--- config.mk ---
export PLATFORM = sky130hd
export DESIGN_NAME = traffic_phase_timer_flat
export DESIGN_NICKNAME = d
export VERILOG_FILES = /design/src/rtl/traffic_phase_timer_if.sv /design/src/rtl/traffic_phase_timer.sv /design/src/flat_wrapper.sv
export SDC_FILE = /design/constraint.sdc
export NUM_CORES = 1
export LEC_CHECK = 0
export ABC_AREA = 1
export CAP_MARGIN = 0
export CORE_AREA = 3 3 143 145
export DETAILED_ROUTE_END_ITERATION = 12
export DIE_AREA = 0 0 146 148
export PLACE_DENSITY = 0.48
export SLEW_MARGIN = 30
export SYNTH_ARGS = -nofsm -noshare
export SYNTH_HDL_FRONTEND = slang
export SYNTH_SLANG_ARGS = --single-unit
export TNS_END_PERCENT = 50
--- constraint.sdc ---
create_clock -name Clk -period 1.92 [get_ports Clk]
set_clock_uncertainty 0.1 [all_clocks]
set_input_delay 0.192 -clock Clk [delete_from_list [all_inputs] [get_ports Clk]]
set_output_delay 0.192 -clock Clk [all_outputs]
set_load 0.05 [all_outputs]
--- src/rtl/traffic_phase_timer_if.sv ---
// Configuration bus for the traffic phase timer: duration-table writes in,
// pending-commit status out.
interface traffic_phase_timer_if #(
    parameter int CNT_W = 8
);
    logic             Cfg_we;
    logic [1:0]       Cfg_addr;
    logic [CNT_W-1:0] Cfg_wdata;
    logic             Cfg_pending;

    modport master (output Cfg_we, Cfg_addr, Cfg_wdata, input Cfg_pending);
    modport slave  (input Cfg_we, Cfg_addr, Cfg_wdata, output Cfg_pending);
endinterface

--- src/rtl/traffic_phase_timer.sv ---
// Phase-duration scheduler for a one-hot 4-state intersection FSM: times each phase,
// reports expiry, extends EW green for pedestrians and commits table edits at S0 entry.
module traffic_phase_timer #(
    parameter int CNT_W    = 8,
    parameter int TICK_DIV = 16,
    parameter int GRN_NS_D = 30,
    parameter int YEL_NS_D = 4,
    parameter int GRN_EW_D = 20,
    parameter int YEL_EW_D = 4,
    parameter int PED_EXT  = 10
) (
    input  logic                  Clk,
    input  logic                  Reset_n,
    input  logic [3:0]            State_cnt,
    input  logic                  Ped_req_EW,
    traffic_phase_timer_if.slave  cfg,
    output logic                  Done_NS,
    output logic                  Done_EW,
    output logic                  Ped_pending,
    output logic                  Fault
);

    localparam int PRESC_W = (TICK_DIV > 1) ? $clog2(TICK_DIV) : 1;

    localparam logic [3:0] S0 = 4'b0001;
    localparam logic [3:0] S1 = 4'b0010;
    localparam logic [3:0] S2 = 4'b0100;
    localparam logic [3:0] S3 = 4'b1000;

    typedef enum logic [1:0] {
        IDX_GRN_NS = 2'd0,
        IDX_YEL_NS = 2'd1,
        IDX_GRN_EW = 2'd2,
        IDX_YEL_EW = 2'd3
    } tbl_idx_e;

    typedef logic [3:0][CNT_W-1:0] dur_tbl_t;

    localparam dur_tbl_t DUR_RST = {CNT_W'(YEL_EW_D), CNT_W'(GRN_EW_D),
                                    CNT_W'(YEL_NS_D), CNT_W'(GRN_NS_D)};
    localparam logic [31:0] CNT_MAX = 32'((64'd1 << CNT_W) - 64'd1);

    logic [3:0]         prev_state_q, prev_state_d;
    logic [CNT_W-1:0]   cnt_q,        cnt_d;
    logic [PRESC_W-1:0] presc_q,      presc_d;
    dur_tbl_t           shadow_q,     shadow_d;
    dur_tbl_t           active_q,     active_d;
    logic               ped_q,        ped_d;
    logic               fault_q,      fault_d;

    logic               legal;
    logic               chg;
    logic               tick;
    logic [CNT_W-1:0]   base_dur;
    logic [31:0]        ext_sum;
    logic [CNT_W-1:0]   reload_dur;

    // NOTE: every variable assigned here gets a default first so no path infers a latch.
    always_comb begin
        legal = (State_cnt != 4'd0) && ((State_cnt & (State_cnt - 4'd1)) == 4'd0);
        chg   = (State_cnt != prev_state_q);
        tick  = (presc_q == PRESC_W'(TICK_DIV - 1));

        // S0 reads the shadow copy because that reload is also the commit point.
        case (State_cnt)
            S0:      base_dur = shadow_q[IDX_GRN_NS];
            S1:      base_dur = active_q[IDX_YEL_NS];
            S2:      base_dur = active_q[IDX_GRN_EW];
            S3:      base_dur = active_q[IDX_YEL_EW];
            default: base_dur = '0;
        endcase

        ext_sum = 32'(base_dur);
        if ((State_cnt == S2) && (ped_q || Ped_req_EW)) begin
            ext_sum = ext_sum + 32'(PED_EXT);
        end
        if (ext_sum > CNT_MAX) begin
            ext_sum = CNT_MAX;
        end
        reload_dur = (ext_sum == 32'd0) ? CNT_W'(1) : ext_sum[CNT_W-1:0];

        prev_state_d = State_cnt;
        cnt_d        = cnt_q;
        presc_d      = presc_q;
        shadow_d     = shadow_q;
        active_d     = active_q;
        ped_d        = ped_q;
        fault_d      = fault_q;

        if (!legal) begin
            fault_d = 1'b1;
        end else if (chg) begin
            cnt_d   = reload_dur;
            presc_d = '0;
            if (State_cnt == S0) begin
                active_d = shadow_q;
            end
        end else begin
            presc_d = tick ? '0 : presc_q + PRESC_W'(1);
            if (tick && (cnt_q != '0)) begin
                cnt_d = cnt_q - CNT_W'(1);
            end
        end

        if (cfg.Cfg_we) begin
            shadow_d[cfg.Cfg_addr] = cfg.Cfg_wdata;
        end

        // Serving the request wins over a new request arriving in the same cycle.
        if (legal && chg && (State_cnt == S2)) begin
            ped_d = 1'b0;
        end else if (Ped_req_EW) begin
            ped_d = 1'b1;
        end
    end

    // NOTE: the duration tables are reset like ordinary flops because their reset contents
    // are the operating defaults, not don't-cares.
    always_ff @(posedge Clk or negedge Reset_n) begin
        if (!Reset_n) begin
            prev_state_q <= 4'd0;
            cnt_q        <= '0;
            presc_q      <= '0;
            shadow_q     <= DUR_RST;
            active_q     <= DUR_RST;
            ped_q        <= 1'b0;
            fault_q      <= 1'b0;
        end else begin
            // NOTE: non-blocking so every flop samples the pre-edge value of the others.
            prev_state_q <= prev_state_d;
            cnt_q        <= cnt_d;
            presc_q      <= presc_d;
            shadow_q     <= shadow_d;
            active_q     <= active_d;
            ped_q        <= ped_d;
            fault_q      <= fault_d;
        end
    end

    assign Done_NS = Reset_n && legal && !chg && (cnt_q == '0) && (State_cnt[0] || State_cnt[1]);
    assign Done_EW = Reset_n && legal && !chg && (cnt_q == '0) && (State_cnt[2] || State_cnt[3]);

    assign Ped_pending     = ped_q;
    assign Fault           = fault_q;
    assign cfg.Cfg_pending = (shadow_q != active_q);

endmodule
--- src/flat_wrapper.sv ---
// flat-port wrapper written by rule: the top's interface ports become plain ports
module traffic_phase_timer_flat 
#(
    parameter int CNT_W    = 8,
    parameter int TICK_DIV = 16,
    parameter int GRN_NS_D = 30,
    parameter int YEL_NS_D = 4,
    parameter int GRN_EW_D = 20,
    parameter int YEL_EW_D = 4,
    parameter int PED_EXT  = 10
)
  (Clk, Reset_n, State_cnt, Ped_req_EW, Done_NS, Done_EW, Ped_pending, Fault, cfg_Cfg_we, cfg_Cfg_addr, cfg_Cfg_wdata, cfg_Cfg_pending);
  traffic_phase_timer_if #(.CNT_W(CNT_W)) cfg_i ();
  input  logic Clk;
  input  logic Reset_n;
  input  logic [3:0] State_cnt;
  input  logic Ped_req_EW;
  output logic Done_NS;
  output logic Done_EW;
  output logic Ped_pending;
  output logic Fault;
  input wire logic [$bits(cfg_i.Cfg_we)-1:0] cfg_Cfg_we;
  input wire logic [$bits(cfg_i.Cfg_addr)-1:0] cfg_Cfg_addr;
  input wire logic [$bits(cfg_i.Cfg_wdata)-1:0] cfg_Cfg_wdata;
  output wire logic [$bits(cfg_i.Cfg_pending)-1:0] cfg_Cfg_pending;
  assign cfg_i.Cfg_we = cfg_Cfg_we;
  assign cfg_i.Cfg_addr = cfg_Cfg_addr;
  assign cfg_i.Cfg_wdata = cfg_Cfg_wdata;
  assign cfg_Cfg_pending = cfg_i.Cfg_pending;
  traffic_phase_timer #(.CNT_W(CNT_W), .TICK_DIV(TICK_DIV), .GRN_NS_D(GRN_NS_D), .YEL_NS_D(YEL_NS_D), .GRN_EW_D(GRN_EW_D), .YEL_EW_D(YEL_EW_D), .PED_EXT(PED_EXT)) u_core (.Clk(Clk), .Reset_n(Reset_n), .State_cnt(State_cnt), .Ped_req_EW(Ped_req_EW), .cfg(cfg_i), .Done_NS(Done_NS), .Done_EW(Done_EW), .Ped_pending(Ped_pending), .Fault(Fault));
endmodule
==> summary.md, run 1 <==
| Metric | Value |
|---|---|
| Outcome | `finished, violations left` |
| Failing checks | `setup timing` |
| Number of synthesized flops with an enable pin | `0` |
| Initial antenna violation count | `0` |
| Largest net degree at the start of global routing | `65` |
| Setup TNS | `-2.196 ns` |
| H-tree depth | `3` |
| Critical-path maximum fanout | `3` |
| RSZ-0062 raised after global routing | `true` |
| Yosys top cell by area | `dfrtp_1` |
| Port-buffer cells | `22` |
| TritonCTS buffer count | `9` |
| Placed Cells | `850` |
| Gpl congestion | `0.8285` |
| Worst rel slew slack | `slightly above 60%` |
| Placed cell area | `between 5000 and 6000 um2` |
| Die X | `between 100 and 150 um` |
| PwrDens | `approximately 880 nW/um2` |
| Clk_lat worst skew | `0.36 ns` |
| Sequential share of the synthesized area | `between 40 and 50%` |
| Clk sink count | `82` |
| Yosys Warn Count | `0` |
| First-pass GRT wire length | `19.70 mm` |
| Crit path required time | `approximately 1.6 ns` |
| Count leader, synth | `nand2_1` |
| Final HPWL DP | `8.591 mm` |
| Hold Fails Final Rpt | `0` |
| Maximum VDD drop | `~0.34 mV` |
| Leading post-synthesis cells by cell area | `dfrtp_1 38%, nand2_1 9.9%, dfstp_2 9.6%` |
| Crit share post-route | `114.8%` |
| Setup CP Type | `register to primary output` |
| Vias in the first global route | `between 3000 and 4000` |
| Design area | `6277 um2` |
| Syn nets | `between 500 and 600` |
| Min-Delay Path Class | `input port to asynchronous set/reset pin` |
| Fraction of registers with async set or reset after synthesis | `100.0%` |
| CP Capture Type | `primary output` |
| Die Area | `21610 um2` |
| Row count | `51` |
| TritonCTS clock tree | `built` |
| Final worst slack | `-0.2840 ns` |
| Violation count after the first detailed-route iteration | `221` |
| Buffer depth of the longest clock path | `2` |
| CTS Root Cell | `clkbuf_16` |
| Avg Inst Size Synth | `8.587 um2` |
| Layout Area Growth over Synthesis | `42.77%` |
| Gr ovfl total | `0` |
| Commonest cells post-synth | `116 x nand2_1, 66 x dfrtp_1, 56 x o21ai_0` |
| Pre-CTS setup slack | `-0.6499 ns` |
| FMAX | `about 450 MHz` |
| Core area | `19330 um2` |
| Slew Viols, Final | `0` |
| GRT Util Overall | `11.48%` |
| Static Leak | `~0.0028 uW` |
| Layout cells sized above 1 | `roughly a third` |
| Worst slew pin tran | `0.5640 ns` |
| Die Y | `148 um` |
| Synth Cell Area | `4397 um2` |
| Top FF cell, synth | `dfrtp_1` |
| Min Tclk post-route | `2.204 ns` |
| Share of the synthesized area in the top cell type | `37.56%` |
| Vias | `about 3800` |
| DR WL/cell | `13.45 um` |
| Cells after Synth | `approximately 510` |
| Yosys cell types | `38` |
| Final setup viols | `21` |
| Cell Count, Final, Fillers Out | `886` |
| Pre-Repair DR Iteration Count | `4` |
| Via density | `4.273` |
| Io pins | `23` |
| Crit path launch type | `register` |
| Clk slew on worst S/H paths | `approximately 0.07 ns` |
| Data arrival, critical path | `between 1.5 and 2 ns` |
| Number of synthesized register bits | `82` |
| ANT cells | `0` |
| Post-DRT Antenna Nets | `0` |
| Max Cap Viol | `0` |
| Nets | `638` |
| DRC | `0` |
| Final wirelength | `11.92 mm` |
| Initial cell density of the core | `22.74%` |
stage by stage:
step / hold WS [ns] / util (%) / total power, uW
global route: 0.2127 / 32.47 / 5875
CTS: 0.1404 / 31.19 / 5522
global placement: 0.005655 / 28.31 / 3573
finish: 0.1731 / 32.47 / 5539
floorplan: -0.2036 / - / 3086
detailed placement: 0.007781 / 28.31 / 3596
final cells by class:
type | instances | area (um2)
well taps | 265 | 331.6
repair buffers | 104 | 1010
multi-input cells | 362 | 2332
flip-flops and latches | 82 | 2072
inverters | 57 | 221.5
fillers | 2014 | 13060
clock buffers | 10 | 239.0
clock inverters | 6 | 71.32
cells by family after synthesis:
| logic type | count (synthesis) | share of synthesized area [%] |
|---|---|---|
| multiplexers | 18 | 5.634 |
| AND/OR/NAND/NOR | 233 | 24.02 |
| AO/OA/AOI/OAI | 78 | 9.875 |
| flip-flops | 82 | 47.13 |
| XOR/XNOR | 29 | 5.777 |
| buffers and inverters | 68 | 6.431 |
| adder cells (fa/ha/maj) | 4 | 1.138 |
flip-flops by register name (all words and copies together), names as in the netlist:
register,cells
u_core.Fault,1
u_core.Ped_pending,1
u_core.active_q,32
u_core.cnt_q,8
u_core.presc_q,4
u_core.prev_state_q,4
u_core.shadow_q,32
critical path, stage by stage (launching register included):
cell	delay (ns)
dfrtp_1	0.44
inv_2	0.12
or2_2	0.11
nand4_1	0.08
nor4_2	0.29
buf_4	0.16
nand4_1	0.14
buf_6	0.21
per-layer routing:
metal | wire length (um) | vias up | track usage, %
li1 | - | 1901 | -
met1 | 5953 | 1823 | 15.42
met4 | 179 | 0 | 3.481
met3 | 419 | 13 | 3.280
met2 | 5365 | 49 | 18.03
met5 | 0 | - | 0
power breakdown:
group / internal, uW / switching, uW
combinational: 678 / 629
sequential: 2080 / 319
clock: 1060 / 775
worst paths after layout:
| kind | to | slack, ns | startpoint | cells after the start |
|---|---|---|---|---|
| worst max-delay path | cfg_Cfg_pending | -0.28 | u_core.shadow_q[0] | 7 |
| worst min-delay path | u_core.prev_state_q[1] | 0.17 | Reset_n | 2 |
| worst max register to register | u_core.active_q[11] | -0.11 | u_core.prev_state_q[2] | 8 |
| worst min register to register | u_core.Fault | 0.37 | u_core.Fault | 1 |
| max in group asynchronous | u_core.active_q[3] | 0.85 | Reset_n | 3 |
| min in group Clk | u_core.prev_state_q[1] | 0.24 | State_cnt[1] | 2 |
placed cells by master, fill, tap and decap left out, types with 4 or more instances in the layout:
| master | n |
|---|---|
| nand2_1 | 102 |
| buf_4 | 67 |
| dfrtp_1 | 66 |
| o21ai_0 | 48 |
| inv_1 | 47 |
| nand3_1 | 44 |
| nor2_1 | 21 |
| xnor2_1 | 18 |
| mux2_4 | 18 |
| dfstp_2 | 16 |
| clkdlybuf4s50_1 | 14 |
| nand2_2 | 13 |
| nand4_1 | 11 |
| nor2_4 | 11 |
| buf_12 | 10 |
| clkbuf_16 | 9 |
| or2_2 | 8 |
| inv_2 | 7 |
| xor2_1 | 6 |
| o21ai_1 | 6 |
| nor2_2 | 5 |
| nand3_2 | 5 |
| a21oi_1 | 5 |
| o2111ai_1 | 4 |
| xor2_2 | 4 |
| buf_6 | 4 |
repair_timing:
action                                 in CTS  in global routing
hold buffers                                1                  1
setup buffers                              12                  8
gates cloned                                2                  0
setup endpoints to repair                  36                 38
pin swaps                                  12                 22
endpoints found under the hold margin      18                  1
gates resized for setup                    32                 60
Power figures use the tool's default switching activity.
==> run 2, diff against run 1 <==
Settings changed: SLEW_MARGIN 30 to 20.
==> results of run 2 <==
The final DEF is identical to that of run 1; final timing and power are the same.
